[src/rtl/render_pkg.sv]
// rtl/render_pkg.sv - shared widths, frame defaults and FSM state type for the render scheduler
package render_pkg;

   localparam int H_PIXELS_DEF = 320;
   localparam int V_PIXELS_DEF = 180;
   localparam int HCOUNT_W     = 11;
   localparam int VCOUNT_W     = 10;
   localparam int PIXEL_W      = 24;
   localparam int SEL_W        = 2;

   typedef enum logic [1:0] {
      S_IDLE,
      S_ISSUE,
      S_DRAIN,
      S_DONE
   } sched_state_t;

endpackage

[src/rtl/render_scheduler_if.sv]
// rtl/render_scheduler_if.sv - request/return streams and framebuffer write port between scheduler and renderer
interface render_scheduler_if
   import render_pkg::*;
#(
   parameter int FB_ADDR_W = 16
) ();

   logic [HCOUNT_W-1:0]  hcount_axis_tdata;
   logic                 hcount_axis_tvalid;
   logic                 hcount_axis_tready;
   logic [VCOUNT_W-1:0]  vcount_axis_tdata;
   logic                 vcount_axis_tvalid;
   logic                 vcount_axis_tready;

   logic [PIXEL_W-1:0]   pixel_axis_tdata;
   logic                 pixel_axis_tvalid;
   logic                 pixel_axis_tready;
   logic [HCOUNT_W-1:0]  hcount_in;
   logic [VCOUNT_W-1:0]  vcount_in;

   logic                 fb_we;
   logic [FB_ADDR_W-1:0] fb_addr;
   logic [PIXEL_W-1:0]   fb_wdata;

   modport master (
      output hcount_axis_tdata, hcount_axis_tvalid,
      input  hcount_axis_tready,
      output vcount_axis_tdata, vcount_axis_tvalid,
      input  vcount_axis_tready,
      input  pixel_axis_tdata, pixel_axis_tvalid,
      output pixel_axis_tready,
      input  hcount_in, vcount_in,
      output fb_we, fb_addr, fb_wdata
   );

   modport slave (
      input  hcount_axis_tdata, hcount_axis_tvalid,
      output hcount_axis_tready,
      input  vcount_axis_tdata, vcount_axis_tvalid,
      output vcount_axis_tready,
      output pixel_axis_tdata, pixel_axis_tvalid,
      input  pixel_axis_tready,
      output hcount_in, vcount_in,
      input  fb_we, fb_addr, fb_wdata
   );

endinterface

[src/rtl/raster_counter.sv]
// rtl/raster_counter.sv - raster-order (h, v) position generator with wrap and last-pixel flag
module raster_counter
   import render_pkg::*;
#(
   parameter int H_PIXELS = H_PIXELS_DEF,
   parameter int V_PIXELS = V_PIXELS_DEF
) (
   input  logic                clk,
   input  logic                rst_n,
   input  logic                clear,
   input  logic                advance,
   output logic [HCOUNT_W-1:0] h,
   output logic [VCOUNT_W-1:0] v,
   output logic                last
);

   localparam logic [HCOUNT_W-1:0] H_LAST = HCOUNT_W'(H_PIXELS - 1);
   localparam logic [VCOUNT_W-1:0] V_LAST = VCOUNT_W'(V_PIXELS - 1);

   logic h_end;

   assign h_end = (h == H_LAST);
   assign last  = h_end && (v == V_LAST);

   always_ff @(posedge clk or negedge rst_n) begin
      if (!rst_n) begin
         h <= '0;
         v <= '0;
      end else if (clear) begin
         h <= '0;
         v <= '0;
      end else if (advance) begin
         if (h_end) begin
            h <= '0;
            v <= (v == V_LAST) ? '0 : v + 1'b1;
         end else begin
            h <= h + 1'b1;
         end
      end
   end

endmodule

[src/rtl/render_scheduler.sv]
// rtl/render_scheduler.sv - credit-throttled frame request issuer and framebuffer writer for the ray-tracing renderer
module render_scheduler
   import render_pkg::*;
#(
   parameter int H_PIXELS     = H_PIXELS_DEF,
   parameter int V_PIXELS     = V_PIXELS_DEF,
   parameter int MAX_INFLIGHT = 512,
   parameter int FB_ADDR_W    = 16
) (
   input  logic               aclk,
   input  logic               aresetn,
   input  logic               start,
   input  logic [SEL_W-1:0]   select_objs_in,
   output logic [SEL_W-1:0]   select_objs,
   output logic               busy,
   output logic               frame_done,
   output logic               coord_err,
   render_scheduler_if.master bus
);

   localparam int FRAME_PIXELS = H_PIXELS * V_PIXELS;
   localparam int CNT_W        = $clog2(FRAME_PIXELS + 1);
   localparam int IF_W         = $clog2(MAX_INFLIGHT + 1);

   localparam logic [CNT_W-1:0] FRAME_CNT = CNT_W'(FRAME_PIXELS);
   localparam logic [IF_W-1:0]  MAX_IF    = IF_W'(MAX_INFLIGHT);
   localparam logic [31:0]      H_LIM     = 32'(H_PIXELS);
   localparam logic [31:0]      V_LIM     = 32'(V_PIXELS);

   sched_state_t        state, state_nx;
   logic [IF_W-1:0]     inflight, inflight_nx;
   logic [CNT_W-1:0]    ret_cnt;
   logic                req_valid;
   logic                start_acc;
   logic                fire;
   logic                ret_acc;
   logic                ret_in_range;
   logic                credit_ret;
   logic [HCOUNT_W-1:0] ras_h;
   logic [VCOUNT_W-1:0] ras_v;
   logic                ras_last;

   assign start_acc    = (state == S_IDLE) && start;
   assign fire         = req_valid && bus.hcount_axis_tready && bus.vcount_axis_tready;
   assign ret_acc      = bus.pixel_axis_tvalid;
   assign ret_in_range = (32'(bus.hcount_in) < H_LIM) && (32'(bus.vcount_in) < V_LIM);
   // A return with no credit outstanding is a stray; it must not underflow the counter.
   assign credit_ret   = ret_acc && (inflight != '0);

   assign bus.hcount_axis_tdata  = ras_h;
   assign bus.vcount_axis_tdata  = ras_v;
   assign bus.hcount_axis_tvalid = req_valid;
   assign bus.vcount_axis_tvalid = req_valid;
   assign bus.pixel_axis_tready  = 1'b1;

   raster_counter #(
      .H_PIXELS (H_PIXELS),
      .V_PIXELS (V_PIXELS)
   ) u_raster (
      .clk     (aclk),
      .rst_n   (aresetn),
      .clear   (start_acc),
      .advance (fire),
      .h       (ras_h),
      .v       (ras_v),
      .last    (ras_last)
   );

   always_comb begin
      inflight_nx = inflight;
      if (fire && !credit_ret && (inflight != MAX_IF))
         inflight_nx = inflight + 1'b1;
      else if (credit_ret && !fire)
         inflight_nx = inflight - 1'b1;
   end

   always_comb begin
      state_nx   = state;
      busy       = 1'b0;
      frame_done = 1'b0;
      case (state)
         S_IDLE: begin
            if (start)
               state_nx = S_ISSUE;
         end
         S_ISSUE: begin
            busy = 1'b1;
            if (fire && ras_last)
               state_nx = S_DRAIN;
         end
         S_DRAIN: begin
            busy = 1'b1;
            if (ret_cnt == FRAME_CNT)
               state_nx = S_DONE;
         end
         S_DONE: begin
            frame_done = 1'b1;
            state_nx   = S_IDLE;
         end
         default: state_nx = S_IDLE;
      endcase
   end

   // Valid is registered from next-cycle credit so it never drops while a beat is pending.
   always_ff @(posedge aclk or negedge aresetn) begin
      if (!aresetn) begin
         state     <= S_IDLE;
         inflight  <= '0;
         req_valid <= 1'b0;
      end else begin
         state     <= state_nx;
         inflight  <= inflight_nx;
         req_valid <= (state_nx == S_ISSUE) && (inflight_nx < MAX_IF);
      end
   end

   always_ff @(posedge aclk or negedge aresetn) begin
      if (!aresetn) begin
         ret_cnt     <= '0;
         select_objs <= '0;
         coord_err   <= 1'b0;
      end else begin
         if (start_acc) begin
            ret_cnt     <= '0;
            select_objs <= select_objs_in;
         end else if (ret_acc && ret_in_range && (ret_cnt != FRAME_CNT)) begin
            ret_cnt <= ret_cnt + 1'b1;
         end

         // Leftover pixels after a reset arrive in IDLE with zero credit and are not errors.
         if (ret_acc && (!ret_in_range || ((inflight == '0) && (state != S_IDLE))))
            coord_err <= 1'b1;
         else if (start_acc)
            coord_err <= 1'b0;
      end
   end

   always_ff @(posedge aclk or negedge aresetn) begin
      if (!aresetn) begin
         bus.fb_we    <= 1'b0;
         bus.fb_addr  <= '0;
         bus.fb_wdata <= '0;
      end else begin
         bus.fb_we <= ret_acc && ret_in_range;
         if (ret_acc && ret_in_range) begin
            bus.fb_addr  <= FB_ADDR_W'(bus.vcount_in) * FB_ADDR_W'(H_PIXELS)
                            + FB_ADDR_W'(bus.hcount_in);
            bus.fb_wdata <= bus.pixel_axis_tdata;
         end
      end
   end

endmodule
[src/flat_wrapper.sv]
// flat-port wrapper written by rule: the top's interface ports become plain ports
module render_scheduler_flat import render_pkg::*;
#(
   parameter int H_PIXELS     = H_PIXELS_DEF,
   parameter int V_PIXELS     = V_PIXELS_DEF,
   parameter int MAX_INFLIGHT = 512,
   parameter int FB_ADDR_W    = 16
)
  (aclk, aresetn, start, select_objs_in, select_objs, busy, frame_done, coord_err, bus_hcount_axis_tdata, bus_hcount_axis_tvalid, bus_hcount_axis_tready, bus_vcount_axis_tdata, bus_vcount_axis_tvalid, bus_vcount_axis_tready, bus_pixel_axis_tdata, bus_pixel_axis_tvalid, bus_pixel_axis_tready, bus_hcount_in, bus_vcount_in, bus_fb_we, bus_fb_addr, bus_fb_wdata);
  render_scheduler_if #(.FB_ADDR_W(FB_ADDR_W)) bus_i ();
  input  logic aclk;
  input  logic aresetn;
  input  logic start;
  input  logic [SEL_W-1:0] select_objs_in;
  output logic [SEL_W-1:0] select_objs;
  output logic busy;
  output logic frame_done;
  output logic coord_err;
  output wire logic [$bits(bus_i.hcount_axis_tdata)-1:0] bus_hcount_axis_tdata;
  output wire logic [$bits(bus_i.hcount_axis_tvalid)-1:0] bus_hcount_axis_tvalid;
  input wire logic [$bits(bus_i.hcount_axis_tready)-1:0] bus_hcount_axis_tready;
  output wire logic [$bits(bus_i.vcount_axis_tdata)-1:0] bus_vcount_axis_tdata;
  output wire logic [$bits(bus_i.vcount_axis_tvalid)-1:0] bus_vcount_axis_tvalid;
  input wire logic [$bits(bus_i.vcount_axis_tready)-1:0] bus_vcount_axis_tready;
  input wire logic [$bits(bus_i.pixel_axis_tdata)-1:0] bus_pixel_axis_tdata;
  input wire logic [$bits(bus_i.pixel_axis_tvalid)-1:0] bus_pixel_axis_tvalid;
  output wire logic [$bits(bus_i.pixel_axis_tready)-1:0] bus_pixel_axis_tready;
  input wire logic [$bits(bus_i.hcount_in)-1:0] bus_hcount_in;
  input wire logic [$bits(bus_i.vcount_in)-1:0] bus_vcount_in;
  output wire logic [$bits(bus_i.fb_we)-1:0] bus_fb_we;
  output wire logic [$bits(bus_i.fb_addr)-1:0] bus_fb_addr;
  output wire logic [$bits(bus_i.fb_wdata)-1:0] bus_fb_wdata;
  assign bus_hcount_axis_tdata = bus_i.hcount_axis_tdata;
  assign bus_hcount_axis_tvalid = bus_i.hcount_axis_tvalid;
  assign bus_i.hcount_axis_tready = bus_hcount_axis_tready;
  assign bus_vcount_axis_tdata = bus_i.vcount_axis_tdata;
  assign bus_vcount_axis_tvalid = bus_i.vcount_axis_tvalid;
  assign bus_i.vcount_axis_tready = bus_vcount_axis_tready;
  assign bus_i.pixel_axis_tdata = bus_pixel_axis_tdata;
  assign bus_i.pixel_axis_tvalid = bus_pixel_axis_tvalid;
  assign bus_pixel_axis_tready = bus_i.pixel_axis_tready;
  assign bus_i.hcount_in = bus_hcount_in;
  assign bus_i.vcount_in = bus_vcount_in;
  assign bus_fb_we = bus_i.fb_we;
  assign bus_fb_addr = bus_i.fb_addr;
  assign bus_fb_wdata = bus_i.fb_wdata;
  render_scheduler #(.H_PIXELS(H_PIXELS), .V_PIXELS(V_PIXELS), .MAX_INFLIGHT(MAX_INFLIGHT), .FB_ADDR_W(FB_ADDR_W)) u_core (.aclk(aclk), .aresetn(aresetn), .start(start), .select_objs_in(select_objs_in), .select_objs(select_objs), .busy(busy), .frame_done(frame_done), .coord_err(coord_err), .bus(bus_i));
endmodule
[config.mk]
export PLATFORM = sky130hd
export DESIGN_NAME = render_scheduler_flat
export DESIGN_NICKNAME = d
export VERILOG_FILES = /design/src/rtl/render_pkg.sv /design/src/rtl/render_scheduler_if.sv /design/src/rtl/raster_counter.sv /design/src/rtl/render_scheduler.sv /design/src/flat_wrapper.sv
export SDC_FILE = /design/constraint.sdc
export NUM_CORES = 1
export LEC_CHECK = 0
export BUFFER_PORTS_ARGS = -buffer_cell sky130_fd_sc_hd__buf_2
export CORE_MARGIN = 2
export CORE_UTILIZATION = 50
export CTS_CLUSTER_SIZE = 20
export DETAILED_ROUTE_END_ITERATION = 16
export PLACE_DENSITY_LB_ADDON = 0.25
export SETUP_SLACK_MARGIN = 0.15
export SLEW_MARGIN = 20
export SYNTH_ARGS = -nofsm -noshare
export SYNTH_HDL_FRONTEND = slang
export SYNTH_HIERARCHICAL = 1
export SYNTH_SLANG_ARGS = --single-unit
[constraint.sdc]
create_clock -name aclk -period 3.35 [get_ports aclk]
set_clock_uncertainty 0.1 [all_clocks]
set_input_delay 0.1675 -clock aclk [delete_from_list [all_inputs] [get_ports aclk]]
set_output_delay 0.1675 -clock aclk [all_outputs]
set_load 0.005 [all_outputs]
==> run metrics <==
combinational power share=0.292; Flop pwr share=0.471; CTS tree=yes; port bufs=121; syn_nets=650; met1 Resource Use GR=0.283; RePlAce Congestion=0.874; clk slew on worst S/H paths=0.10 ns; #FFs+latches synth=94; met2 Use GR=0.378; Buf/Inv on CP=1; initial antenna violation count=0; post-layout instance area=6540 um^2; crit-path leading delay family=simple AND/OR/NAND/NOR gates; Worst path slowest cell=and2_1; Internal=2.14 mW; status=finished clean; DR WL/cell=14.1 um; Final Hold Violating Endpoints=0; Remaining DRCs=0; Netlist Area Pre-Place=5260 um^2; DRT iter0 DRCs=210; Yosys warnings=6; crit path cell chain=inv_1, ha_1, and2_1, o211ai_1, or3_2, a21oi_1; setup TNS=0 ns; Chip Height=107 um; part of the cycle the worst path needs=0.697; Ant. Diodes=0; Post-Syn Instances=566; Total Routing Usage GR=0.223; Clock Path Buffers=2; FFs w/ async S/R, synth=1.00; worst rel slew slack=0.420; grt met3 use=0.0541; share of layout cells above drive strength 1=0.239; Peak VDD IR=0.309 mV; DP Area=6010 um^2; # resized after CTS=0; Worst Hold Class=input port to register; largest net degree at the start of global routing=70; RSZ-0062 raised after global routing=false; DP Wirelength=8.41 mm; crit path DAT=2.52 ns; post-synthesis sequential area ratio=0.447; maximum clock rate=0.428 GHz; Clock power frac=0.237; CP startpoint kind=register; Leak=3.30 nW; Crit Path Class=register to register; Die X=107 um; total length of routed wires=12.1 mm; Hold WS=0.0450 ns; worst-margin pin slew=0.869 ns; Sink Count=94; Post-synth EDFFs=0; NumNets Final=804; Psw=1.13 mW; commonest cells after routing, fill and taps aside=125 x nand2_1, 120 x buf_2, 94 x dfrtp_1; Place WS=0.786 ns; initial core utilization=0.512; H-tree levels=3; most common cell after layout, fill and taps aside=nand2_1; Filler cells=873; Clock Root Buffer=clkbuf_8; Rows=37; largest stage delay on the critical path=0.47 ns; vias in the first global route=4636; switching share of total power=0.346; CTS Buf Count=9; Vias/cell=5.35; post-synthesis cell type count=70; first-pass GRT wire length=20.7 mm; max-slew violations=0; Core ar.=10300 um^2; Top Ports=123; Mean Syn Cell Area=9.30 um^2; area of the die=11400 um^2; worst setup margin=1.01 ns; vias=4603; GR peak layer=met2; CP endpoint kind=register; worst skew pair latency=0.37 ns; total gr overflow=0; DRT antenna net count=0; number of iterations in the first detailed-routing pass=5; PwrDens=500 nW/um^2; Main synth FF type=dfrtp_1; Max Cap Viol=0; critical path peak fanout=15; Crit path required time=3.54 ns; Area growth syn-to-layout=24.3%; Period minus WS final=2.34 ns; # setup viols final=0
==> path summary, 6_finish.rpt <==
check	from	to	slack [ns]	cells after the start
min	bus_vcount_in[0]	u_core/bus.fb_addr[6]	0.04	4
min in group asynchronous	aresetn	u_core/inflight[7]	0.33	2
max in group asynchronous	aresetn	u_core/bus.fb_addr[1]	2.06	3
min reg2reg	u_core/bus.fb_wdata[13]	u_core/bus.fb_wdata[13]	0.37	2
max reg2reg	u_core/state[0]	u_core/u_raster/h[6]	1.01	6
max	u_core/state[0]	u_core/u_raster/h[6]	1.01	6
==> worst register-to-register path, delay by kind of cell (launching register included) <==
family                     cells  cell delay, ns
DFF                            1            0.44
adders and majority gates      1            0.18
AOI/OAI and AO/OA              2            0.46
and+or+nand+nor                2            0.93
buffers and inverters          1            0.15
==> power groups by stage <==
stage / Clock, mW / Combinational, mW / Sequential [mW]
floorplan: 0 / 0.588 / 1.53
global placement: 0 / 0.883 / 1.54
detailed placement: 0 / 0.916 / 1.56
CTS: 0.808 / 0.949 / 1.54
global route: 0.860 / 1.08 / 1.57
finish: 0.775 / 0.954 / 1.54
==> layer usage <==
metal | vias to the layer above | share of wire
met3 | 20 | 0.058
met5 | - | 0
li1 | 2256 | -
met2 | 147 | 0.49
met4 | 0 | 0.017
met1 | 2180 | 0.43
==> per-stage QoR <==
stage / total power, mW / cells / utilization
floorplan: 2.12 / 566 / -
global placement: 2.43 / 812 / 0.585
detailed placement: 2.47 / 812 / 0.585
CTS: 3.29 / 861 / 0.636
global route: 3.51 / 861 / 0.636
finish: 3.27 / 861 / 0.636
==> flip-flops by register name, indices dropped and copies added (netlist names) <==
register and count:
u_core/bus.fb_addr 16, u_core/bus.fb_wdata 24, u_core/bus.fb_we 1, u_core/bus.hcount_axis_tvalid 1
u_core/coord_err 1, u_core/inflight 10, u_core/ret_cnt 16, u_core/select_objs 2
u_core/state 2, u_core/u_raster/h 11, u_core/u_raster/v 10
==> cell usage after synthesis (3+ instances only) <==
library cell / instances / share of area
nand4_1: 9 / 0.011
nor3_1: 10 / 0.0095
nor4_1: 4 / 0.0048
a21o_1: 4 / 0.0057
clkbuf_1: 8 / 0.0057
or3_2: 4 / 0.0057
ha_1: 29 / 0.069
o21ai_0: 26 / 0.025
o31ai_1: 4 / 0.0057
nor2b_1: 10 / 0.012
or2_2: 3 / 0.0036
nor3b_1: 5 / 0.0071
and2_1: 4 / 0.0048
xnor2_1: 23 / 0.038
nand2_1: 125 / 0.089
or3_4: 3 / 0.0064
xor2_1: 14 / 0.023
o2111ai_1: 3 / 0.0050
inv_1: 25 / 0.018
nand3_1: 24 / 0.023
buf_1: 3 / 0.0021
and3_1: 11 / 0.013
mux2_2: 4 / 0.0086
a211o_1: 3 / 0.0050
or3_1: 5 / 0.0059
nor2_1: 34 / 0.024
dfrtp_1: 94 / 0.45
a21oi_1: 18 / 0.017
nor4_2: 4 / 0.0095
==> layout make-up <==
cell class | count | area (um^2) | area share
clock buffer | 9 | 124 | 0.0189
tap | 136 | 170 | 0.0260
multi-input combinational | 429 | 2740 | 0.418
clock inverter | 7 | 77.6 | 0.0119
sequential | 94 | 2350 | 0.360
inverter | 26 | 97.6 | 0.0149
timing repair buffer | 160 | 983 | 0.150
==> what timing repair did <==
action	4_1_cts	5_1_grt
setup buffers	0	0
hold buffers	33	0
hold endpoints to repair	99	0
==> logic make-up (layout without fill, tap and decap cells) <==
logic type,Yosys count,after routing,share of synthesized area
compound gates,79,79,0.100
xor+xnor,37,37,0.0616
fa+ha+maj,31,31,0.0766
buf+inv,43,202,0.0342
flops,94,94,0.447
mux,8,8,0.0166
other cells,1,1,0.000713
simple gates,273,273,0.263
Note: power is estimated with default switching activity, not from simulation.
